**src/rtl/stereo_moving_avg.sv**
```systemverilog
// Stereo boxcar (moving-average) low-pass filter for the codec sample path.
// Each channel keeps a ring of the last 2^LOG2_DEPTH samples and a running
// sum of those samples. On every read_ready the oldest ring entry is swapped
// out for the new sample, and the sum is adjusted by the difference. Both
// channels share one write pointer and one arithmetic path shape, but their
// data never mixes.
//
// Strobe semantics: read_ready is a valid-only strobe with no back-pressure.
// Every cycle in which it is high (and reset is low) one sample pair is
// accepted. out_valid is its registered copy: it is high in the cycle after
// the accepting edge, the same cycle that out_left/out_right carry the new
// result. If read_ready is held high, out_valid stays high.
module stereo_moving_avg #(
    parameter int DATA_W     = 24,
    parameter int LOG2_DEPTH = 3
) (
    input  logic              CLOCK_50,
    input  logic              reset,
    input  logic              read_ready,
    input  logic [DATA_W-1:0] in_left,
    input  logic [DATA_W-1:0] in_right,
    input  logic              bypass,
    output logic [DATA_W-1:0] out_left,
    output logic [DATA_W-1:0] out_right,
    output logic              out_valid
);

    localparam int DEPTH = 1 << LOG2_DEPTH;
    localparam int SUM_W = DATA_W + LOG2_DEPTH;
    localparam logic [LOG2_DEPTH-1:0] PTR_ONE = 1;

    logic [DATA_W-1:0]        r_ring_l [DEPTH];
    logic [DATA_W-1:0]        r_ring_r [DEPTH];
    logic signed [SUM_W-1:0]  r_sum_l;
    logic signed [SUM_W-1:0]  r_sum_r;
    logic [LOG2_DEPTH-1:0]    r_ptr;

    logic signed [SUM_W-1:0]  w_in_l_sext;
    logic signed [SUM_W-1:0]  w_in_r_sext;
    logic signed [SUM_W-1:0]  w_old_l_sext;
    logic signed [SUM_W-1:0]  w_old_r_sext;
    logic signed [SUM_W-1:0]  w_sum_l_next;
    logic signed [SUM_W-1:0]  w_sum_r_next;
    logic [DATA_W-1:0]        w_avg_l;
    logic [DATA_W-1:0]        w_avg_r;

    // Next running sums: add the incoming sample, drop the one it overwrites.
    // Taking bits [SUM_W-1:LOG2_DEPTH] of the signed sum is exactly an
    // arithmetic right shift by LOG2_DEPTH (floor toward -inf) truncated to
    // DATA_W bits; the mean of DATA_W-bit values always fits in DATA_W bits.
    always_comb begin
        w_in_l_sext  = {{LOG2_DEPTH{in_left[DATA_W-1]}},  in_left};
        w_in_r_sext  = {{LOG2_DEPTH{in_right[DATA_W-1]}}, in_right};
        w_old_l_sext = {{LOG2_DEPTH{r_ring_l[r_ptr][DATA_W-1]}}, r_ring_l[r_ptr]};
        w_old_r_sext = {{LOG2_DEPTH{r_ring_r[r_ptr][DATA_W-1]}}, r_ring_r[r_ptr]};
        w_sum_l_next = r_sum_l + w_in_l_sext - w_old_l_sext;
        w_sum_r_next = r_sum_r + w_in_r_sext - w_old_r_sext;
        w_avg_l      = w_sum_l_next[SUM_W-1:LOG2_DEPTH];
        w_avg_r      = w_sum_r_next[SUM_W-1:LOG2_DEPTH];
    end

    // History, sums and pointer: cleared by reset, advanced on each strobe,
    // held otherwise. Bypass does not stop the history from being updated, so
    // leaving bypass yields the true window average at once.
    always_ff @(posedge CLOCK_50) begin
        if (reset) begin
            for (int i = 0; i < DEPTH; i++) begin
                r_ring_l[i] <= '0;
                r_ring_r[i] <= '0;
            end
            r_sum_l <= '0;
            r_sum_r <= '0;
            r_ptr   <= '0;
        end else if (read_ready) begin
            r_ring_l[r_ptr] <= in_left;
            r_ring_r[r_ptr] <= in_right;
            r_sum_l         <= w_sum_l_next;
            r_sum_r         <= w_sum_r_next;
            r_ptr           <= r_ptr + PTR_ONE;
        end
    end

    // Output registers: filtered or bypassed sample on each strobe, hold when
    // idle; out_valid is a registered copy of an accepted strobe.
    always_ff @(posedge CLOCK_50) begin
        if (reset) begin
            out_left  <= '0;
            out_right <= '0;
            out_valid <= 1'b0;
        end else begin
            out_valid <= read_ready;
            if (read_ready) begin
                out_left  <= bypass ? in_left  : w_avg_l;
                out_right <= bypass ? in_right : w_avg_r;
            end
        end
    end

endmodule

```
**config.mk**
```make
export PLATFORM = sky130hd
export DESIGN_NAME = stereo_moving_avg
export DESIGN_NICKNAME = d
export VERILOG_FILES = /design/src/rtl/stereo_moving_avg.sv
export SDC_FILE = /design/constraint.sdc
export NUM_CORES = 1
export LEC_CHECK = 0
export ABC_AREA = 1
export BUFFER_PORTS_ARGS = -buffer_cell sky130_fd_sc_hd__buf_4
export CAP_MARGIN = 20
export CORE_MARGIN = 2
export CORE_UTILIZATION = 39
export DETAILED_ROUTE_END_ITERATION = 10
export GPL_TIMING_DRIVEN = 0
export PLACE_DENSITY_LB_ADDON = 0.05
export SYNTH_ARGS = -nofsm -noshare
export SYNTH_HDL_FRONTEND = slang
export SYNTH_SLANG_ARGS = --single-unit
export TNS_END_PERCENT = 20
```
**constraint.sdc**
```tcl
create_clock -name CLOCK_50 -period 2.9 [get_ports CLOCK_50]
set_input_delay 0.29 -clock CLOCK_50 [delete_from_list [all_inputs] [get_ports CLOCK_50]]
set_output_delay 0.29 -clock CLOCK_50 [all_outputs]
set_load 0.05 [all_outputs]
```
* After elaboration in Yosys (flattened, before gate mapping)
Memory sizes are Yosys's and may differ from the RTL's. A register that Yosys moved wholly into a read port is not among the register bits.
Index checks and enable logic that the tools add are counted.
Widths: inputs -> output; s select.
** Cells by class
- Equal/unequal tests :: 0
- Multiplexer cells :: 17
- Magnitude comparators :: 0
- Div/mod/pow operators :: 0
- Shift operators :: 0
- Add/sub/neg operators :: 5
- Reduce and logical (&&, ||, !) cells :: 2
- Bitwise logic cells :: 0
- Multipliers :: 0
** Operators by type and width (count)
- $mux 24 :: 4
- $add 27x24->27 :: 2
- $sub 27x24->27 :: 2
- $reduce_or 24->1 :: 2
- $mux 3 :: 6
- $mux 1 :: 7
- $add 3x1->3 const B :: 1
** Word-level totals
- Bits in writable memories :: 384
- ROM bits :: 0
- Word-level logic and storage cells :: 32
- Register bits after elaboration :: 106
- Latch bits :: 0
- Memories kept :: 2
** Memories
- r_ring_l :: depth 8, width 24, read ports 1, clocked after Yosys merged registers in 1, wr ports 8, RTL line 32 : logic [DATA_W-1:0] r_ring_l [DEPTH];
- r_ring_r :: depth 8, width 24, read ports 1, clocked after Yosys merged registers in 1, wr ports 8, RTL line 33 : logic [DATA_W-1:0] r_ring_r [DEPTH];

* Depth between registers and ports, before layout
Gate-level depths: netlist (run 1).
- Word-level depth :: 5
- Depth in mapped cells :: 23

* Worst setup path after synthesis (run 1)
OpenSTA, ideal clock, no wires.
- Kind :: register to register
- From :: register (tool-made name)
- To :: register r_sum_l[12]
- Clock period less this slack :: 3160 ps
- Slack :: -260 ps
- Path buffers :: 3
- Arrival time :: 3044 ps
- Cell stages (with the launch flop) :: 19
- Library setup time :: 116 ps
- Data required time :: 2784 ps
- Path through :: dfxtp_1 clkbuf_1 inv_2 clkbuf_1 clkbuf_1 a31oi_1 ha_1 inv_1 ha_1 fa_1 nand2_1 nand3_1 nand3_1 nand2_2 a21oi_1 xor2_1 nand2_1 o211ai_1 inv_1
** RTL lines
- to (signal assigned) :: RTL line 77 : r_sum_l <= w_sum_l_next;
- to (decl) :: RTL line 34 : logic signed [SUM_W-1:0] r_sum_l;

==> impl_metrics.yaml, run 1 <==
status:
  status: "complete, but fails checks"
  violations: "setup timing"
clock_tree:
  clockRootBuffer: "clkbuf_16"
  worstSkewPairLatency_ps: 640
  cts_made_buffers: 55
  htreeDepth: 2
  clk_pin_slew_ps: 60
  clock_path_buffers: 3
  cts_tree: "done"
  clock_sink_count: 493
floorplan:
  core_um2: 67000
  num_rows: 95
  die_h_um: 264
  start_util_pct: 39.3
  die_w_um: 264
  floorplan.io_pins: 101
  die_area_um2: 69700
cells_and_area:
  final_core_util_pct: 49.6
  postLayoutCellArea_um2: 33200
  diodes: 0
  syn_to_final_growth_pct: 26.0
  finalNetCount: 3478
  drive_above_1_share_pct: 23.4
  fillerInstances: 6483
place:
  place_ws_ps: -1580
  hpwl_mm: 67.1
  globalplace.congestion: 0.919
  placed_area_um2: 28600
  port_buffers: 98
synthesis:
  syn-instance-count: 3133
  syn_area_per_cell_um2: 8.42
  synth.yosys.warnings: 0
  synth-seq-area-share_pct: 52.0
  netlist_area_um2: 26400
  syn_nets: 3294
  ys_ff_latch: 493
  synth-async-reset-ratio_pct: 0
  yosys.cell_count.top_type: "nor2_1"
  ys_top_cells_by_count: "nor2_1, nand2_1, inv_1, edfxtp_1, o21ai_0"
  synth_top_area_share_pct: 43.7
  synthFlopType: "edfxtp_1"
  ys_types: 34
  yosys.area.top_type: "edfxtp_1"
  synth_edf_count: 384
  synth_area_leaders: "edfxtp_1, nor2_1, dfxtp_1"
power:
  power_density_nw_per_um2: 968
  p_leak_nw: 14.1
  ir_drop_v: 0.000585
  fin_total_pwr_mw: 32.2
worst_setup_path:
  path_max_fanout: 10
  r2r_setup_slack_ps: -650
  start_kind: "flip-flop"
  crit_type: "reg2reg"
  arrival_ps: 4010
  endpoint: "out_right[16]"
  reg2regPathDepth: 20
  required_ps: 3360
  end_kind: "flip-flop"
  rr_endpoint: "out_right[16]"
drt:
  vias_per_cell: 5.27
  drc_errors: 0
  first_pass_iters: 5
  vias: 22300
  totalWireLength_mm: 95.3
  drtIter0Drc: 1625
  wl_per_cell_um: 22.5
  ant_nets: 0
sta:
  setup_viol: 97
  grt_setup_unrepaired: "true"
  setup_ws_ps: -650
  worst_slew_pin_slew_ps: 987
  period_share_pct: 122
  clock_skew_ps: 24.2
  maxSlewHeadroom_pct: 34.2
  post-route-min-period_ps: 3550
  fmax_ghz: 0.282
  hold_viol: 0
  slew_viol_final: 0
grt:
  grt_overflow_total: 0
  grt_pass1_wl_mm: 139
  grt_pass1_vias: 22100
  antenna_found_initial: 0
  grt_max_degree: 49
  grt.total_usage_pct: 26.8
job:
  maxCapViolCount: 0
worst_hold_path:
  hold_start: "in_right[4]"
  hp-class: "in2reg"
==> cells by family (layout without fill, tap and decap cells) <==
family,after synthesis,after routing,synth area share (%)
flip-flops,493,493,52.0
AO/OA/AOI/OAI,508,508,10.7
buffers and inverters,600,827,8.78
XOR/XNOR,32,32,1.06
AND/OR/NAND/NOR,1391,1391,20.8
adder cells (fa/ha/maj),109,109,6.65
==> registers in the layout, indices dropped and copies added (netlist names), named ones only <==
register / cells
r_ring_r: 192
r_sum_l: 27
r_sum_r: 27
out_left: 24
r_ptr: 3
out_right: 24
r_ring_l: 192
out_valid: 1
==> layout make-up <==
class	instances	area, um^2	share of cell area, %
Timing Repair Buffer	128	1040	3.12
Clock buffer	75	1490	4.47
Multi-Input combinational cell	2040	12900	38.9
Buffer	156	1090	3.29
Inverter	443	1670	5.03
Clock inverter	25	195	0.587
Tap cell	873	1090	3.29
Sequential cell	493	13700	41.3
==> critical path, stage by stage, from the launching register on <==
cell     delay (ps)
dfxtp_4         420
inv_6            60
buf_12          140
buf_12          150
buf_12          150
o21ai_1         160
o22ai_2         100
nor2_2          160
a31oi_4          80
fa_1            560
inv_2            50
ha_4            310
nand2_4          80
nor2_4          130
inv_1            60
nor2_2          100
nand4_1         150
nand4_1         180
nand3_1         140
nand2_1         120
a21oi_1          60
==> layout by cell type (no fill, tap or decap), types with 26 or more instances in the layout <==
master,netlist,routed
clkbuf_1,102,69
o21ai_0,219,104
nand2_2,7,79
fa_1,52,50
dfxtp_1,109,106
a21oi_2,3,26
inv_1,385,361
nor2_1,763,690
edfxtp_1,384,384
nor2_4,2,30
o21ai_1,5,95
o22ai_1,50,33
buf_4,2,122
buf_2,45,26
nand2_4,0,36
a31oi_4,0,34
nor2_2,17,62
o211ai_1,48,48
ha_4,0,40
a21oi_1,129,105
nand2_1,479,370
nand3_1,100,73
clkbuf_16,0,58
inv_2,48,70
==> timing repair <==
action | 4_1_cts | 5_1_grt
endpoints found under the setup margin | 102 | 100
hold endpoints to repair | 9 | 0
pin swaps | 53 | 129
buffers inserted | 7 | 12
gates resized for setup | 329 | 433
gates cloned | 0 | 3
hold buffers | 8 | 0
==> metal layers <==
metal  global-route usage, %  vias up  wire length (um)
met1                    34.6    11000             40300
met2                    46.5      687             45900
li1                        -    10500                 -
met4                    9.17        0              4110
met3                    3.33      171              5000
met5                       0        -                 0
==> worst min path at each step <==
stage                          to  slack, ps  depth (start not counted)
finish               out_right[4]         40                          3
global route          out_left[0]         30                          3
CTS                  out_right[4]         20                          3
floorplan               out_valid        360                          1
global placement       r_sum_l[0]        450                          2
detailed placement  out_right[10]        460                          2
==> stage by stage <==
step | instances | setup TNS (ps) | hold WS, ps
detailed placement | 4104 | -122070 | 460
finish | 4233 | -49220 | 42.8
floorplan | 3133 | -70.7 | 362
global placement | 4104 | -578810 | 450
global route | 4233 | -63400 | 31.9
CTS | 4218 | -54340 | 15.8
==> power breakdown <==
group          switching, mW  internal [mW]  total (mW)
Clock                   3.00           3.68        6.68
Sequential             0.336           8.34        8.67
Combinational           10.5           6.30        16.8
Total                   13.9           18.3        32.2
Power figures use the tool's default switching activity.
==> inputs of run 2 (changes only) <==
CAP_MARGIN = default   (was 20)
CORE_MARGIN = 5   (was 2)
CTS_CLUSTER_DIAMETER = 200   (was default)
==> impl_metrics.yaml, run 2 (synthesized netlist as in run 1, its figures left out) <==
status:
  status: "complete, but fails checks"
  violations: "setup timing"
place:
  globalplace.congestion: 0.934
  port_buffers: 98
  placed_area_um2: 28600
  hpwl_mm: 66.6
cells_and_area:
  fillerInstances: 6447
  finalNetCount: 3477
  diodes: 0
  syn_to_final_growth_pct: 25.2
  drive_above_1_share_pct: 20.6
  final_cell_mix: "nor2_1, nand2_1, edfxtp_1"
  postLayoutCellArea_um2: 33000
  top_regs: "r_ring_l: 192 flops, r_ring_r: 192 flops"
  final_common_cell: "nor2_1"
  multiInputGateArea_um2: 12500
  register_area_um2: 13700
floorplan:
  core_um2: 67200
  die_area_um2: 72900
  floorplan.io_pins: 101
  die_h_um: 270
  start_util_pct: 39.3
  die_w_um: 270
  num_rows: 95
grt:
  grt_max_degree: 49
  grt_pass1_vias: 22000
  grt_overflow_total: 0
  antenna_found_initial: 0
  grt.total_usage_pct: 25.0
  grt_pass1_wl_mm: 139
clock_tree:
  clk_pin_slew_ps: 60
  clock_sink_count: 493
  clockRootBuffer: "clkbuf_16"
  htreeDepth: 2
  clock_path_buffers: 3
  cts_tree: "done"
  cts_made_buffers: 56
  worstSkewPairLatency_ps: 650
drt:
  vias: 22100
  totalWireLength_mm: 95.0
  ant_nets: 0
  drtIter0Drc: 1692
  wl_per_cell_um: 22.4
  drc_errors: 0
  first_pass_iters: 5
  vias_per_cell: 5.22
worst_setup_path:
  crit_chain: "buf_12 -> clkbuf_16 -> buf_8 -> o21ai_0 -> o221ai_1 -> o21ai_2 -> fa_2 -> ha_4 -> nand2_1 -> nand2_1 -> inv_1 -> nand2_1 -> nand2_1 -> nand3_2 -> nand3_1 -> nand2_1 -> nand2_1 -> nand3_1 -> nand2_1 -> a21oi_1"
  slowest_delay_ps: 620
  required_ps: 3370
  path_common_cell: "nand2_1"
  end_kind: "flip-flop"
  start_kind: "flip-flop"
  arrival_ps: 4080
  crit_type: "reg2reg"
  path_max_fanout: 11
  slowest_stage: "fa_2"
power:
  p_leak_nw: 14.2
  ir_drop_v: 0.000507
  power_density_nw_per_um2: 982
sta:
  period_share_pct: 124
  fmax_ghz: 0.277
  maxSlewHeadroom_pct: 36.6
  grt_setup_unrepaired: "true"
  whs_ps: 31.1
  setup_viol: 98
  clock_skew_ps: 51.0
  setup_ws_ps: -707
  post-route-min-period_ps: 3610
  slew_viol_final: 0
  worst_slew_pin_slew_ps: 951
  hold_viol: 0
worst_hold_path:
  hp-class: "in2reg"
job:
  maxCapViolCount: 0
run 2: changes by cell type in the layout (fill, tap and decap cells not counted), moves of 8 or more:
cell       previous run  this run
a21oi_2              26        18
bufinv_16             1        11
clkbuf_1             69        61
nand2_1             370       405
nand2_2              79        49
nor2_1              690       722
nor2_2               62        34
o21ai_0             104       131
o21ai_1              95        82
o21ai_2              22         9
run 2: through the flow:
| stage | setup TNS [ps] | power [mW] | instances | util, % | setup slack, ps |
|---|---|---|---|---|---|
| 2_1_floorplan | -70.7 | 17.8 | 3133 | - | -26.0 |
| 3_3_place_gp | -570020 | 21.3 | 4104 | 42.4 | -1470 |
| 3_5_place_dp | -119690 | 21.3 | 4104 | 42.5 | -1470 |
| 4_1_cts | -55480 | 30.8 | 4222 | 47.8 | -721 |
| 5_1_grt | -67790 | 34.4 | 4237 | 49.2 | -875 |
| 6_report | -53450 | 32.4 | 4237 | 49.2 | -707 |
run 2: metal layers:
layer / GRT usage (%) / part of all wire, % / up-vias
met2: 43.2 / 48 / 634
met3: 2.67 / 4.7 / 148
met5: 0 / 0 / -
met4: 8.68 / 3.7 / 0
li1: - / - / 10500
met1: 32.9 / 44 / 10800
run 2: worst paths after layout:
path / from / end / slack [ps] / depth (start not counted)
worst max-delay path: flip-flop / out_right[14] / -710 / 20
worst max register to register: flip-flop / out_right[14] / -710 / 20
worst min-delay path: in_left[2] / out_left[2] / 30 / 3
worst min register to register: out_left[22] / out_left[22] / 460 / 2
run 2: area by class of cell:
cell class | count | area share, %
inverter | 443 | 5.06
clock inverter | 41 | 1.64
sequential | 493 | 41.6
clock buffer | 65 | 4.41
buffer | 156 | 3.13
timing repair buffer | 126 | 3.18
tap | 873 | 3.31
multi-input combinational | 2040 | 37.7
run 2: where the power goes:
part	total (mW)	switching (mW)	leakage (nW)	internal, mW
clock	7.72	3.12	0.978	4.59
sequential	8.67	0.340	4.89	8.33
combinational	16.1	10.1	8.29	5.95
run 2: what timing repair did:
item	4_1_cts	5_1_grt
hold endpoints to repair	7	0
pin swaps	48	60
hold buffers	7	0
endpoints found under the setup margin	102	100
setup buffers	6	10
cloned	0	5
gates resized for setup	329	256
run 2: critical path, delay by kind of cell, from the launching register on:
kind                     cells  cell delay (ps)
adder cells (fa/ha/maj)      2              840
flip-flops                   1              420
buffers and inverters        4              600
AO/OA/AOI/OAI                4              600
AND/OR/NAND/NOR             10              970
==> inputs of run 3 (changes only) <==
ABC_AREA = default   (was 1)
CTS_CLUSTER_DIAMETER = 50   (was 200)
==> impl_metrics.yaml, run 3 <==
status:
  status: "complete, but fails checks"
  violations: "setup timing"
power:
  switching_share_pct: 35.7
  internal-power_mw: 20.4
  ir_drop_v: 0.000448
  combPwrFrac_pct: 42.0
  pwr-share-clk_pct: 30.7
  power_density_nw_per_um2: 956
  p_switching_mw: 11.3
  fin_total_pwr_mw: 31.7
  sequentialPowerShare_pct: 27.3
  p_leak_nw: 12.2
synthesis:
  syn_nets: 2292
  synthFlopType: "edfxtp_1"
  synth-seq-area-share_pct: 53.1
  netlist_area_um2: 25800
  ys_types: 72
  synth_edf_count: 384
  syn-instance-count: 2131
  synth.yosys.warnings: 0
  synth_area_leaders: "edfxtp_1, dfxtp_1, mux4_2"
  ys_top_cells_by_count: "edfxtp_1, nor4_1, inv_1, nor3_1, clkbuf_1"
  yosys.area.top_type: "edfxtp_1"
  syn_area_per_cell_um2: 12.1
  yosys.cell_count.top_type: "edfxtp_1"
  ys_ff_latch: 493
  synth-async-reset-ratio_pct: 0
  synth_top_area_share_pct: 44.7
grt:
  grt.total_usage_pct: 26.6
  grt_max_degree: 49
  antenna_found_initial: 2
  grt_pass1_wl_mm: 139
  grt_overflow_total: 0
  grt_pass1_vias: 20000
place:
  port_buffers: 98
  globalplace.congestion: 0.903
  hpwl_mm: 65.8
  place_ws_ps: -2950
worst_setup_path:
  required_ps: 3410
  arrival_ps: 5020
  crit_type: "reg2reg"
  reg2regPathDepth: 17
  start_kind: "flip-flop"
  r2r_setup_slack_ps: -1610
  path_max_fanout: 7
  end_kind: "flip-flop"
sta:
  fmax_ghz: 0.222
  post-route-min-period_ps: 4510
  slew_viol_final: 0
  grt_setup_unrepaired: "true"
  hold_viol: 0
  clock_skew_ps: 24.2
  period_share_pct: 156
  worst_slew_pin_slew_ps: 1360
  setup_viol: 146
  maxSlewHeadroom_pct: 9.55
  setup_ws_ps: -1610
drt:
  vias: 19500
  first_pass_iters: 7
  ant_nets: 0
  drc_errors: 0
  totalWireLength_mm: 96.5
  drtIter0Drc: 2078
  vias_per_cell: 5.83
  wl_per_cell_um: 28.8
floorplan:
  core_um2: 65700
  die_w_um: 267
  num_rows: 94
  start_util_pct: 39.3
  floorplan.io_pins: 101
  die_h_um: 267
  die_area_um2: 71400
clock_tree:
  clk_pin_slew_ps: 50
  cts_tree: "done"
  clockRootBuffer: "clkbuf_16"
  cts_made_buffers: 75
  clock_sink_count: 493
  htreeDepth: 3
  clock_path_buffers: 3
  worstSkewPairLatency_ps: 610
cells_and_area:
  top_regs: "r_ring_l: 192 flops, r_ring_r: 192 flops"
  final_common_cell: "edfxtp_1"
  finalNetCount: 2581
  final_cell_mix: "edfxtp_1, nor4_1, buf_4"
  drive_above_1_share_pct: 27.1
  syn_to_final_growth_pct: 28.3
worst_hold_path:
  hp-class: "in2reg"
  min_path_cells: 2
job:
  maxCapViolCount: 0
[run 3: cell types whose count changed after synthesis, moves of 57 or more]
cell / previous run / this run
nand2_1: 479 / 77
inv_1: 385 / 158
nor3_1: 1 / 148
mux2i_1: 0 / 57
o21ai_0: 219 / 33
nor4_1: 0 / 170
mux4_2: 0 / 96
nand3_1: 100 / 14
and2_1: 3 / 98
a21oi_1: 129 / 58
nor2_1: 763 / 114
[run 3: power groups by stage]
stage,clock (mW),combinational [mW],sequential (mW)
6_report,9.73,13.3,8.64
2_1_floorplan,0,6.76,9.18
4_1_cts,9.85,12.1,8.63
3_3_place_gp,0,9.86,8.77
3_5_place_dp,0,9.95,8.77
5_1_grt,10.2,14.3,8.70
[run 3: what timing repair did]
item                       in CTS  in global routing
gates resized for setup       192                 94
hold buffers                   34                  0
pin swaps                      78                 43
setup endpoints to repair     229                216
gates cloned                    1                  1
hold endpoints to repair       46                  0
setup buffers                  56                 20
[run 3: area by class of cell]
class | count | area, um^2
fillers | 5811 | 32600
inverters | 202 | 758
diodes | 1 | 2.50
clock buffers | 96 | 2110
well taps | 864 | 1080
multi-input cells | 1266 | 11900
clock inverters | 42 | 559
flip-flops and latches | 493 | 13700
repair buffers | 218 | 2000
plain buffers | 164 | 947
[run 3: routing by layer]
metal	routed length, um	GRT usage (%)
met5	0	0
met4	2830	8.42
met3	7060	4.25
met2	45200	42.9
met1	41400	37.4
[run 3: path summary, 6_finish.rpt]
kind | from | end
max | flip-flop | out_right[23]
min | in_right[6] | r_ring_r[0][6]
max reg2reg | flip-flop | out_right[23]
min reg2reg | r_sum_l[19] | r_sum_l[19]
[run 3: kinds of logic (layout without fill, tap and decap cells)]
family | Yosys count | after routing | synth area share [%]
and+or+nand+nor | 677 | 677 | 13.9
DFF | 493 | 493 | 53.1
buffers and inverters | 372 | 722 | 5.60
AOI/OAI and AO/OA | 234 | 234 | 6.39
muxes | 197 | 197 | 12.5
adders and majority gates | 109 | 109 | 6.80
xor gates and xnor gates | 49 | 49 | 1.66
other | 0 | 1 | 0
[run 3: stage by stage]
stage	instance area, um^2	TNS [ps]	util, %	cells	hold WS (ps)
3_5_place_dp	28100	-309740	42.7	3102	464
3_3_place_gp	27800	-935750	42.4	3093	463
2_1_floorplan	26000	-151320	-	2131	445
5_1_grt	33100	-131390	50.4	3345	20.8
6_report	33100	-116210	50.4	3346	21.4
4_1_cts	32500	-122040	49.4	3328	1.90
[run 3: worst max-delay path, cell delays in order, from the launching register on]
cell	delay (ps)
dfxtp_4	400
clkbuf_16	190
buf_12	150
mux4_2	570
mux2_4	320
ha_4	270
inv_2	30
ha_4	150
fa_2	370
a211oi_4	270
o21bai_2	100
and3_4	160
o31a_1	290
o2111ai_2	280
a21oi_2	130
nor3_2	200
mux2_4	320
a311oi_2	180
